<file path="src/rtl/lcd_ctrl.sv">
// lcd_ctrl -- HD44780 character LCD controller, 4-bit bus, write-only.
//
// After reset the block waits T_PWRUP cycles, sends the four-nibble 4-bit-mode
// wake-up sequence, configures the panel (2 lines, entry increment, display
// on, clear) and parks in READY. A start request copies the 32-character
// frame into a local buffer and writes it to both lines. Requests that arrive
// while the controller is busy are merged into one pending refresh.
//
// Ports
//   clk      : single clock, rising edge
//   rst      : asynchronous, active-high reset
//   start    : one-cycle frame refresh request
//   strdata  : 32 ASCII chars, [255:248] = line 1 col 0 ... [7:0] = line 2 col 15
//   busy     : high whenever the controller is not in READY
//   done     : one-cycle pulse at the end of every frame
//   lcd_e    : panel enable strobe
//   lcd_rs   : panel register select (0 = command, 1 = data)
//   lcd_rw   : panel read/write, tied to write
//   lcd_dat  : panel 4-bit data bus
module lcd_ctrl #(
    parameter int T_PWRUP = 750000,
    parameter int T_E     = 12,
    parameter int T_NIB   = 50,
    parameter int T_CMD   = 2000,
    parameter int T_CLR   = 82000,
    parameter int T_INIT  = 205000
) (
    input  logic         clk,
    input  logic         rst,
    input  logic         start,
    input  logic [255:0] strdata,
    output logic         busy,
    output logic         done,
    output logic         lcd_e,
    output logic         lcd_rs,
    output logic         lcd_rw,
    output logic [3:0]   lcd_dat
);

    function automatic int imax(input int a, input int b);
        return (a > b) ? a : b;
    endfunction

    // One counter serves every wait, so it is sized for the longest one.
    localparam int T_MAX = imax(imax(imax(T_PWRUP, T_E), imax(T_NIB, T_CMD)),
                                imax(T_CLR, T_INIT));
    localparam int CNT_W = $clog2(T_MAX + 1);

    localparam logic [CNT_W-1:0] PWRUP_LAST = CNT_W'(T_PWRUP - 1);
    localparam logic [CNT_W-1:0] E_LAST     = CNT_W'(T_E - 1);
    localparam logic [CNT_W-1:0] NIB_LAST   = CNT_W'(T_NIB - 1);
    localparam logic [CNT_W-1:0] CMD_LAST   = CNT_W'(T_CMD - 1);
    localparam logic [CNT_W-1:0] CLR_LAST   = CNT_W'(T_CLR - 1);
    localparam logic [CNT_W-1:0] INIT_LAST  = CNT_W'(T_INIT - 1);

    typedef enum logic [2:0] {
        ST_PWRUP,
        ST_INIT,
        ST_CONFIG,
        ST_READY,
        ST_FRAME
    } state_t;

    // Nibble/wait sub-sequencer shared by INIT, CONFIG and FRAME.
    typedef enum logic [2:0] {
        PH_IDLE,
        PH_SETUP,
        PH_PULSE,
        PH_HOLD,
        PH_GAP,
        PH_WAIT
    } phase_t;

    state_t           state, state_n;
    phase_t           phase, phase_n;
    logic [CNT_W-1:0] cnt, cnt_n;
    logic [5:0]       idx, idx_n;      // item number within the current sequence
    logic             lo, lo_n;        // sending the low nibble of a byte
    logic             pending, pending_n;
    logic             load;
    logic [255:0]     frame_buf;

    logic [7:0]       cur_byte;
    logic             cur_rs;
    logic [4:0]       char_k;
    logic [CNT_W-1:0] wait_last;
    logic             last_item;
    logic             nib_phase;

    always_ff @(posedge clk or posedge rst) begin
        if (rst) begin
            state   <= ST_PWRUP;
            phase   <= PH_IDLE;
            cnt     <= '0;
            idx     <= '0;
            lo      <= 1'b0;
            pending <= 1'b0;
        end else begin
            state   <= state_n;
            phase   <= phase_n;
            cnt     <= cnt_n;
            idx     <= idx_n;
            lo      <= lo_n;
            pending <= pending_n;
        end
    end

    // Frame buffer is pure data: only written on capture, never reset.
    always_ff @(posedge clk) begin
        if (load) begin
            frame_buf <= strdata;
        end
    end

    // Byte (and register select) for the item currently being sent.
    always_comb begin
        cur_byte = 8'h00;
        cur_rs   = 1'b0;
        char_k   = '0;
        case (state)
            // Init items are single nibbles carried in the high half.
            ST_INIT:   cur_byte = (idx == 6'd3) ? 8'h20 : 8'h30;
            ST_CONFIG: begin
                case (idx[1:0])
                    2'd0:    cur_byte = 8'h28;
                    2'd1:    cur_byte = 8'h06;
                    2'd2:    cur_byte = 8'h0C;
                    default: cur_byte = 8'h01;
                endcase
            end
            ST_FRAME: begin
                if (idx == 6'd0) begin
                    cur_byte = 8'h80;
                end else if (idx == 6'd17) begin
                    cur_byte = 8'hC0;
                end else begin
                    cur_rs = 1'b1;
                    char_k = (idx < 6'd17) ? 5'(idx - 6'd1) : 5'(idx - 6'd2);
                    // Character k sits at bits [255-8k -: 8] = [(31-k)*8 +: 8].
                    cur_byte = frame_buf[{~char_k, 3'b000} +: 8];
                end
            end
            default: cur_byte = 8'h00;
        endcase
    end

    always_comb begin
        if (state == ST_INIT) begin
            wait_last = INIT_LAST;
        end else if (!cur_rs && cur_byte == 8'h01) begin
            wait_last = CLR_LAST;
        end else begin
            wait_last = CMD_LAST;
        end
        last_item = (state == ST_FRAME) ? (idx == 6'd33) : (idx == 6'd3);
    end

    always_comb begin
        state_n   = state;
        phase_n   = phase;
        cnt_n     = cnt;
        idx_n     = idx;
        lo_n      = lo;
        // Requests while busy collapse into one pending refresh.
        pending_n = pending | (start && state != ST_READY);
        load      = 1'b0;
        done      = 1'b0;
        case (state)
            ST_PWRUP: begin
                if (cnt == PWRUP_LAST) begin
                    state_n = ST_INIT;
                    phase_n = PH_SETUP;
                    cnt_n   = '0;
                    idx_n   = '0;
                    lo_n    = 1'b0;
                end else begin
                    cnt_n = cnt + 1'b1;
                end
            end
            ST_READY: begin
                if (start || pending) begin
                    load      = 1'b1;
                    pending_n = 1'b0;
                    state_n   = ST_FRAME;
                    phase_n   = PH_SETUP;
                    cnt_n     = '0;
                    idx_n     = '0;
                    lo_n      = 1'b0;
                end
            end
            default: begin
                case (phase)
                    PH_SETUP: begin
                        phase_n = PH_PULSE;
                        cnt_n   = '0;
                    end
                    PH_PULSE: begin
                        if (cnt == E_LAST) begin
                            phase_n = PH_HOLD;
                            cnt_n   = '0;
                        end else begin
                            cnt_n = cnt + 1'b1;
                        end
                    end
                    PH_HOLD: begin
                        cnt_n   = '0;
                        phase_n = (state == ST_INIT || lo) ? PH_WAIT : PH_GAP;
                    end
                    PH_GAP: begin
                        if (cnt == NIB_LAST) begin
                            phase_n = PH_SETUP;
                            lo_n    = 1'b1;
                            cnt_n   = '0;
                        end else begin
                            cnt_n = cnt + 1'b1;
                        end
                    end
                    PH_WAIT: begin
                        if (cnt == wait_last) begin
                            cnt_n = '0;
                            lo_n  = 1'b0;
                            if (!last_item) begin
                                idx_n   = idx + 1'b1;
                                phase_n = PH_SETUP;
                            end else if (state == ST_INIT) begin
                                state_n = ST_CONFIG;
                                idx_n   = '0;
                                phase_n = PH_SETUP;
                            end else begin
                                // End of CONFIG or FRAME; only a frame reports done.
                                done    = (state == ST_FRAME);
                                state_n = ST_READY;
                                phase_n = PH_IDLE;
                            end
                        end else begin
                            cnt_n = cnt + 1'b1;
                        end
                    end
                    default: begin
                        phase_n = PH_SETUP;
                        cnt_n   = '0;
                    end
                endcase
            end
        endcase
    end

    // Outputs decode registered state only, so reset clears them at once.
    assign nib_phase = (phase == PH_SETUP) || (phase == PH_PULSE) || (phase == PH_HOLD);
    assign lcd_e     = (phase == PH_PULSE);
    assign lcd_dat   = nib_phase ? (lo ? cur_byte[3:0] : cur_byte[7:4]) : 4'h0;
    assign lcd_rs    = nib_phase ? cur_rs : 1'b0;
    assign lcd_rw    = 1'b0;
    assign busy      = (state != ST_READY);

endmodule

</file>
<file path="config.mk">
export PLATFORM = sky130hd
export DESIGN_NAME = lcd_ctrl
export DESIGN_NICKNAME = d
export VERILOG_FILES = /design/src/rtl/lcd_ctrl.sv
export SDC_FILE = /design/constraint.sdc
export NUM_CORES = 1
export LEC_CHECK = 0
export ABC_AREA = 1
export CAP_MARGIN = 5
export CORE_MARGIN = 3
export CORE_UTILIZATION = 25
export CTS_CLUSTER_SIZE = 24
export DETAILED_ROUTE_END_ITERATION = 16
export SETUP_SLACK_MARGIN = 0.15
export SYNTH_ARGS = -nofsm -noshare
export SYNTH_HDL_FRONTEND = slang
export SYNTH_SLANG_ARGS = --single-unit
export TNS_END_PERCENT = 50
</file>
<file path="constraint.sdc">
create_clock -name clk -period 17.26 [get_ports clk]
set_input_delay 3.452 -clock clk [delete_from_list [all_inputs] [get_ports clk]]
set_output_delay 3.452 -clock clk [all_outputs]
set_load 0.01 [all_outputs]
</file>
---- Yosys cells after proc, flatten, opt, wreduce, memory -nomap -nowiden ----
Cells that the tools add are included.
storage, ports and cells
  flip-flop bits (word level) ............. 290
  word-level logic and storage cells ...... 120
operators by class
  $add $sub $neg .......................... 4
  $lt $le $gt $ge ......................... 1
  equality and inequality tests ........... 26
  shift operators ......................... 1
  muxes and demuxes ....................... 60
  bitwise operators ....................... 2
  reduce and logical (&&, ||, !) cells .... 19
operator list
  cell                   number
  $shiftx 256x9->8       1
  $mux 20                5
  $pmux 20 s3            1
  $pmux 20 s2            1
  $mux 6                 6
  $mux 3                 9
  $pmux 8 s3             1
  $mux 1                 22
  $add 20x1->20 const B  1
  $eq 20x20->1           1
  $eq 20x20->1 const B   1
  $eq 20x4->1 const B    1
  $eq 20x6->1 const B    1
  $reduce_and 5->1       4
  $mux 18                1
  $pmux 6 s3             1
  $mux 17                1
  $mux 8                 2
  $pmux 3 s5             1
  $eq 3x2->1 const B     4
  $pmux 3 s2             2
  $pmux 6 s2             1
  $mux 5                 2
  $eq 3x3->1 const B     3
  29 further kinds       40

---- Logic depth before layout (Yosys ltp) ----
Gate-level depths: netlist (run 1).
  word-level depth ........................ 15
  depth in mapped cells ................... 31

---- Worst setup path before layout (run 1) ----
Ideal clock, no wire load.
  kind .................................... input-to-reg
  start point ............................. input port start
  end point ............................... register frame_buf[0], enable pin
  arrival time ............................ 14110 ps
  setup slack ............................. 2271 ps
  stages .................................. 2
  cell sequence ........................... nor2_1 > nor2_1
on the way
  longest elaborated chain between the ends .. 3
ends and longest elaborated chain
  item                    RTL line  RTL
  start: declaration      30        input logic start,
  $logic_or 1x1->1        181       if (start || pending) begin
  $mux 1                  181
  $mux 1                  168       case (state)
  via load                80        logic load;
  end signal: assignment  111       frame_buf <= strdata;
  end: declaration        81        logic [255:0] frame_buf;
The timed path passes the listed nets, and every way through them passes these cells.
A chain may end at the register's enable or synchronous reset.

---- Worst setup path after layout (run 1) ----
  start point ............................. register idx[0]
  end point ............................... output port done
on the way
  longest elaborated chain between the ends .. 15
  elaborated cells on any way between the ends .. 32
  those cells by class .................... add/sub: 2; order compare: 1; eq/ne: 7; shift: 1; mux: 16; bitwise: 1; reduce/logical: 4
ends and longest elaborated chain
  item                                 RTL line  RTL
  start: declaration                   77        logic [5:0] idx, idx_n;
  start signal: assignment             102       idx <= idx_n;
  $sub 5x2->5 (tied with other cells)  138       char_k = (idx < 6'd17) ? 5'(idx - 6'd1) : 5'(idx - 6'd2);
  $mux 5                               138
  $not 5->5                            140       cur_byte = frame_buf[{~char_k, 3'b000} +: 8];
  $shiftx 256x9->8                     140
  $mux 8                               134       end else if (idx == 6'd17) begin
  $mux 8                               132       if (idx == 6'd0) begin
  $pmux 8 s3                           120       case (state)
  $eq 8x1->1                           150       end else if (!cur_rs && cur_byte == 8'h01) begin
  $logic_and 1x1->1                    150
  $mux 17                              150
  $mux 18                              148       if (state == ST_INIT) begin
  $eq 20x20->1                         219       if (cnt == wait_last) begin
  $mux 1 (*)                           219
  $mux 1 (*)                           192       case (phase)
  $mux 1 (*)                           168
  end: declaration                     33        output logic done,
Mark *: on every way between the ends. The rest lies on a longest branch, timed or not.

==> flow_metrics.py, run 1 <==
metrics = {
    "global_route": {
        "grt_max_degree": 89,
        "grtUsageMet3_pct": 3.26,
        "antenna_found_initial": 2,
        "grt_pass1_vias": 10300,
        "use_met2_pct": 23.9,
        "grt-ovfl-total": 0,
        "grt-busiest-layer": "met2",
        "globalRouteMet1Util_pct": 17.7,
        "grt_pass1_wl_mm": 60.9,
        "grt_util_all_layers_pct": 14.0,
    },
    "power": {
        "power.density_nw_per_um2": 173,
        "swShare_pct": 43.6,
        "p_leak_nw": 6.52,
        "ir_drop_uv": 158,
        "share_comb_of_total_power_pct": 46.5,
        "clkPwrFrac_pct": 24.4,
        "seqPwrFrac_pct": 29.1,
        "p_int_mw": 1.72,
        "switchingPower_mw": 1.33,
    },
    "drt": {
        "drt_iter0_drc": 709,
        "drt_wl_total_mm": 40.0,
        "wl_per_cell_um": 18.1,
        "drtAntennaViolNets": 0,
        "vias": 10100,
        "viasPerCell": 4.56,
        "drt-pass1-iter-count": 5,
        "drc": 0,
    },
    "clock_network": {
        "ctsResizeCount": 0,
        "cts_hold_buf": 0,
        "cts_setup_buffers": 0,
        "clk_pin_slew_ns": 0.06,
        "clock_path_buffers": 3,
        "htree_levels": 2,
        "clk_latency_ns": 0.55,
        "root_buffer": "clkbuf_16",
        "cts-buffers-inserted": 35,
        "clkSinkCount": 290,
        "cts_tree": "done",
    },
    "yosys": {
        "syn_area_um2": 13300,
        "syn_nets": 1519,
        "syn_inst": 1249,
        "synth.avg_cell_area_um2": 10.6,
        "synth-seq-cells": 290,
        "synth.distinct_cells": 48,
        "synth_edf_count": 256,
        "async_flop_share_pct": 11.7,
        "ys_warn_count": 0,
        "ys_seq_area_share_pct": 64.3,
        "synth_ff_type": "edfxtp_1",
    },
    "critical_path": {
        "cp-startpoint": "idx[0]$_DFFE_PP0P_",
        "worst_path_largest_cell_delay_ns": 0.68,
        "cp_common_cell": "nand3_1",
        "crit_arrival_ns": 5.94,
        "path_class": "reg2out",
        "critical_path_depth": 24,
        "worstSetupEndpointType": "output port",
        "path_delay_family": "simple AND/OR/NAND/NOR gates",
        "cp_max_fo": 65,
        "critPathSlowestCell": "clkdlybuf4s50_1",
        "crit_buf_inv": 5,
        "critical_path_required_ns": 13.81,
        "r2r_slack_ns": 11.81,
        "ff2ff_path_depth": 26,
        "r2r_end": "cnt[16]$_DFFE_PP0N_",
        "critPathLaunchType": "flop",
        "worstPathCellList": "inv_2, ha_1, inv_1, nor2_2, nand2_4, nand3_2, nand2_4, clkinv_4, nand3_1, nand3_1, nand3_1, nand2_1, nand2_1, nand3_1, nand2_2, inv_2, nor2_2, nand3_2, nand3_2, nand2_1, nor2_1, o2111ai_1, nor4_1, clkdlybuf4s50_1",
        "r2r_start": "idx[0]$_DFFE_PP0P_",
    },
    "die": {
        "core_area_um2": 51900,
        "die_w_um": 237,
        "die-area_um2": 55900,
        "start_util_pct": 25.6,
        "die_h_um": 237,
        "io_pins": 268,
        "num_rows": 83,
    },
    "placement": {
        "io_buffers": 266,
        "hpwl_mm": 28.2,
        "gpl.final_weighted_congestion": 0.969,
    },
    "final_layout": {
        "layout_commonest_cell": "nand2_1",
        "nets": 1776,
        "areaGrowthSynthToFinish_pct": 32.7,
        "drive_gt1_share_pct": 7.71,
        "mostFrequentLayoutCells": "nand2_1 (319), clkdlybuf4s50_1 (266), edfxtp_1 (256), nand3_1 (250), inv_1 (86)",
    },
    "status": {
        "status": "complete, no violations",
    },
    "sta": {
        "finalHoldViolCount": 0,
        "fin_crit_ns": 9.39,
        "tightestPinTransition_ns": 1.21,
        "holdWs_ns": 0.531,
        "setup_viol": 0,
        "drv_slew": 0,
        "fin_tns_setup_ns": 0,
        "fmax_ghz": 0.106,
        "fin_skew_ns": 0.0246,
        "max_slew_margin_pct": 19.4,
        "rsz0062_at_grt": "false",
        "finalCritPeriodShare_pct": 54.4,
    },
    "worst_hold_path": {
        "hold_class": "reg2reg",
        "whs_path_depth": 2,
        "hold_end": "state[1]$_DFFE_PP0P_",
        "hp-start": "state[1]$_DFFE_PP0P_",
    },
    "run": {
        "max_cap_violations": 0,
    },
}
## power by group through the flow
| stage | registers [mW] | logic [mW] | clock network, mW |
|---|---|---|---|
| final | 0.888 | 1.42 | 0.745 |
| after global routing | 0.894 | 1.59 | 0.794 |
| after CTS | 0.888 | 1.46 | 0.767 |
| after detailed placement | 0.901 | 1.46 | 0 |
| after global placement | 0.898 | 1.44 | 0 |
| after floorplan | 0.915 | 1.03 | 0 |
## state kept, by name (all words and copies together) (netlist names)
signal     cells
frame_buf    256
cnt           20
idx            6
phase          3
state          3
lo             1
pending        1
## layout make-up
type                       instances  area [um2]
fill                            5203       34300
sequential                       290        8540
multi-input combinational        799        3950
timing repair buffer             276        2740
clock buffer                      39         891
tap                              680         851
inverter                         104         395
clock inverter                    22         258
antenna                            1        2.50
## metrics by stage
stage               util (%)  instance area [um2]  setup slack [ns]  total power, mW  cells
detailed placement      31.7                16500              8.36             2.36   2149
finish                  33.9                17600              7.87             3.05   2211
CTS                     33.9                17600              7.77             3.12   2210
global placement        31.7                16500              8.51             2.34   2149
floorplan                  -                13300              2.27             1.95   1249
global route            33.9                17600              7.40             3.28   2210
## how the worst max path moves through the flow
stage / end / slack [ns]
after floorplan: frame_buf[0]$_DFFE_PP_ / 2.27
after global placement: done / 8.51
after detailed placement: done / 8.36
after CTS: done / 7.77
after global routing: done / 7.40
final: done / 7.87
## synthesized netlist by cell type, types with 2 or more instances
cell | number | area, um2
dfrtp_1 | 34 | 851
o21ai_0 | 29 | 145
clkinv_1 | 2 | 7.51
nand2_8 | 2 | 40.0
xnor2_1 | 2 | 17.5
nand2_2 | 12 | 75.1
buf_12 | 2 | 40.0
inv_1 | 86 | 323
ha_1 | 11 | 138
nand3_2 | 11 | 110
buf_4 | 6 | 45.0
buf_1 | 2 | 7.51
clkbuf_1 | 22 | 82.6
o22ai_1 | 5 | 31.3
nor4_1 | 9 | 56.3
nand2_4 | 5 | 56.3
o211ai_1 | 5 | 37.5
nand3_1 | 250 | 1250
edfxtp_1 | 256 | 7690
o21ai_4 | 2 | 32.5
nor3b_1 | 3 | 22.5
a21oi_1 | 19 | 95.1
nor3_1 | 8 | 40.0
buf_6 | 15 | 169
o21ai_1 | 6 | 30.0
inv_2 | 15 | 56.3
clkbuf_4 | 2 | 15.0
o32ai_1 | 2 | 17.5
nand3b_1 | 2 | 15.0
xor2_1 | 12 | 105
o221ai_1 | 4 | 35.0
nand2_1 | 319 | 1200
a211oi_1 | 3 | 22.5
nor2_2 | 6 | 37.5
nor2_1 | 57 | 214
nand4_1 | 6 | 37.5
buf_2 | 6 | 30.0
## worst min-delay path, stage by stage (launching register included)
cell and delay, ns:
dfrtp_1 0.39, nand2_1 0.07, nand2_1 0.05
## logic make-up after synthesis
group / Yosys count / share of synthesized area, %
simple gates: 694 / 24.1
fa+ha+maj: 11 / 1.04
buf+inv: 160 / 6.02
flops: 290 / 64.3
xor+xnor: 14 / 0.923
other cells: 1 / 0.0282
compound gates: 79 / 3.61
## per-layer routing
layer	up-vias	wire length, um
met3	43	2530
met1	4887	17200
met2	324	19500
met4	2	796
li1	4834	-
met5	-	8
Power figures use the tool's default switching activity.
==> run 2: changes to the inputs <==
- clock period: 17.26 -> 8.7 ns (I/O delays scaled with it)
==> run 2 against run 1 <==
Hold slack better by 0.00072 ns. Clock power is 96% higher. Clock skew is 0.013 ns lower. Total power is 98% higher. Combinational power is 99% higher. Routed wire length is 0.35% lower. Critical endpoint is now lcd_dat[0]. Largest power group unchanged.
==> flow_metrics.py, run 2 (synthesis gave the netlist of run 1 again) <==
metrics = {
    "die": {
        "start_util_pct": 25.6,
        "die_h_um": 237,
        "die-area_um2": 55900,
        "num_rows": 83,
        "die_w_um": 237,
        "io_pins": 268,
        "core_area_um2": 51900,
    },
    "sta": {
        "fmax_ghz": 0.139,
        "fin_tns_setup_ns": 0,
        "finalHoldViolCount": 0,
        "fin_skew_ns": 0.0119,
        "max_slew_margin_pct": 31.0,
        "tightestPinTransition_ns": 1.04,
        "drv_slew": 0,
        "finalCritPeriodShare_pct": 82.6,
        "rsz0062_at_grt": "false",
        "fin_crit_ns": 7.19,
        "setup_viol": 0,
    },
    "clock_network": {
        "cts_setup_buffers": 0,
        "ctsResizeCount": 0,
        "htree_levels": 2,
        "cts_tree": "done",
        "clock_path_buffers": 3,
        "cts_hold_buf": 0,
        "root_buffer": "clkbuf_16",
        "cts-buffers-inserted": 36,
        "clk_latency_ns": 0.54,
        "clk_pin_slew_ns": 0.05,
        "clkSinkCount": 290,
    },
    "drt": {
        "wl_per_cell_um": 18.0,
        "drt_wl_total_mm": 39.9,
        "drt-pass1-iter-count": 5,
        "drtAntennaViolNets": 0,
        "drc": 0,
        "drt_iter0_drc": 874,
        "vias": 10100,
        "viasPerCell": 4.56,
    },
    "critical_path": {
        "cp_common_cell": "nand3_1",
        "worstSetupEndpointType": "output port",
        "worstPathCellList": "inv_2, ha_1, inv_1, nor2_2, nand2_4, nand2_8, nand2_2, nand2_4, buf_4, nand2_1, nand3_1, nand3_1, nand3_1, a21oi_1, o32ai_1, nor2_1, a211oi_1, clkdlybuf4s50_1",
        "critical_path_required_ns": 6.96,
        "r2r_slack_ns": 4.05,
        "crit_arrival_ns": 5.45,
        "cp_max_fo": 64,
        "critPathLaunchType": "flop",
        "ff2ff_path_depth": 26,
        "path_class": "reg2out",
        "r2r_end": "cnt[3]$_DFFE_PP0N_",
        "critPathSlowestCell": "buf_4",
        "worst_path_largest_cell_delay_ns": 0.67,
        "r2r_start": "idx[0]$_DFFE_PP0P_",
    },
    "final_layout": {
        "seqCellArea_um2": 8540,
        "n_fill_cell": 5221,
        "drive_gt1_share_pct": 7.64,
        "multi_input_area_um2": 3950,
        "mostFrequentLayoutCells": "nand2_1 (319), clkdlybuf4s50_1 (266), edfxtp_1 (256), nand3_1 (250), inv_1 (86)",
        "nets": 1777,
        "layout_commonest_cell": "nand2_1",
        "biggestRegsByFlops": "frame_buf (256), cnt (20), idx (6)",
        "largest_register_ffs": 256,
        "diodes": 0,
        "areaGrowthSynthToFinish_pct": 32.8,
        "design_area_um2": 17600,
        "largest-register": "frame_buf",
    },
    "global_route": {
        "grt_pass1_wl_mm": 60.5,
        "grt_max_degree": 156,
        "grt_pass1_vias": 10300,
        "grt-ovfl-total": 0,
        "antenna_found_initial": 3,
        "grt_util_all_layers_pct": 14.0,
    },
    "power": {
        "power.density_nw_per_um2": 343,
        "power.total_mw": 6.04,
        "p_leak_nw": 6.55,
        "ir_drop_uv": 165,
    },
    "placement": {
        "gpl.final_weighted_congestion": 0.868,
        "placed_area_um2": 16500,
        "hpwl_mm": 28.0,
        "io_buffers": 266,
    },
    "worst_hold_path": {
        "hp-start": "state[0]$_DFFE_PP0P_",
        "hold_class": "reg2reg",
        "whs_path_depth": 2,
        "hold_end": "state[0]$_DFFE_PP0P_",
    },
    "status": {
        "status": "complete, no violations",
    },
    "run": {
        "max_cap_violations": 0,
    },
}
-- run 2: worst max path at each step --
| stage | slack (ns) | depth (start not counted) | start | to |
|---|---|---|---|---|
| 5_1_grt | 1.11 | 18 | idx[0]$_DFFE_PP0P_ | lcd_dat[3] |
| 4_1_cts | 1.39 | 24 | idx[0]$_DFFE_PP0P_ | done |
| 3_5_place_dp | 1.99 | 23 | idx[0]$_DFFE_PP0P_ | done |
| 2_1_floorplan | 2.67 | 2 | start | frame_buf[0]$_DFFE_PP_ |
| 6_report | 1.51 | 18 | idx[0]$_DFFE_PP0P_ | lcd_dat[0] |
| 3_3_place_gp | 2.06 | 24 | idx[0]$_DFFE_PP0P_ | done |
-- run 2: power by group --
part / leakage [nW] / total, mW / switching, mW / internal [mW]
sequential: 2.76 / 1.76 / 0.0764 / 1.68
clock: 0.563 / 1.46 / 0.571 / 0.887
combinational: 3.22 / 2.83 / 1.97 / 0.853
-- run 2: worst max-delay path: cells and delay by family, from the launching register on --
kind / cells / cell delay (ns)
buffers and inverters: 4 / 1.63
AO/OA/AOI/OAI: 3 / 0.89
adder cells (fa/ha/maj): 1 / 0.20
flip-flops: 1 / 0.52
AND/OR/NAND/NOR: 10 / 1.57
-- run 2: cell type report --
class                   instances  area share, %
repair buffers                276           15.6
flip-flops and latches        290           48.4
multi-input cells             799           22.4
clock buffers                  48           5.60
inverters                     104           2.24
clock inverters                15          0.908
well taps                     680           4.82
-- run 2: stage by stage --
stage               setup WS, ns  hold WS, ns  utilization, %  instances
floorplan                   2.67        0.472               -       1249
global placement            2.06        0.503            31.8       2149
detailed placement          1.99        0.526            31.8       2149
CTS                         1.39        0.539            34.0       2212
global route                1.11        0.569            34.0       2212
finish                      1.51        0.532            34.0       2212
-- run 2: per-layer routing --
metal / track usage (%) / up-vias / part of all wire [%]
li1: - / 4827 / -
met1: 18.1 / 4830 / 43
met2: 23.3 / 353 / 48
met3: 3.27 / 68 / 6.5
met4: 4.21 / 6 / 2.6
met5: 0 / - / 0.075
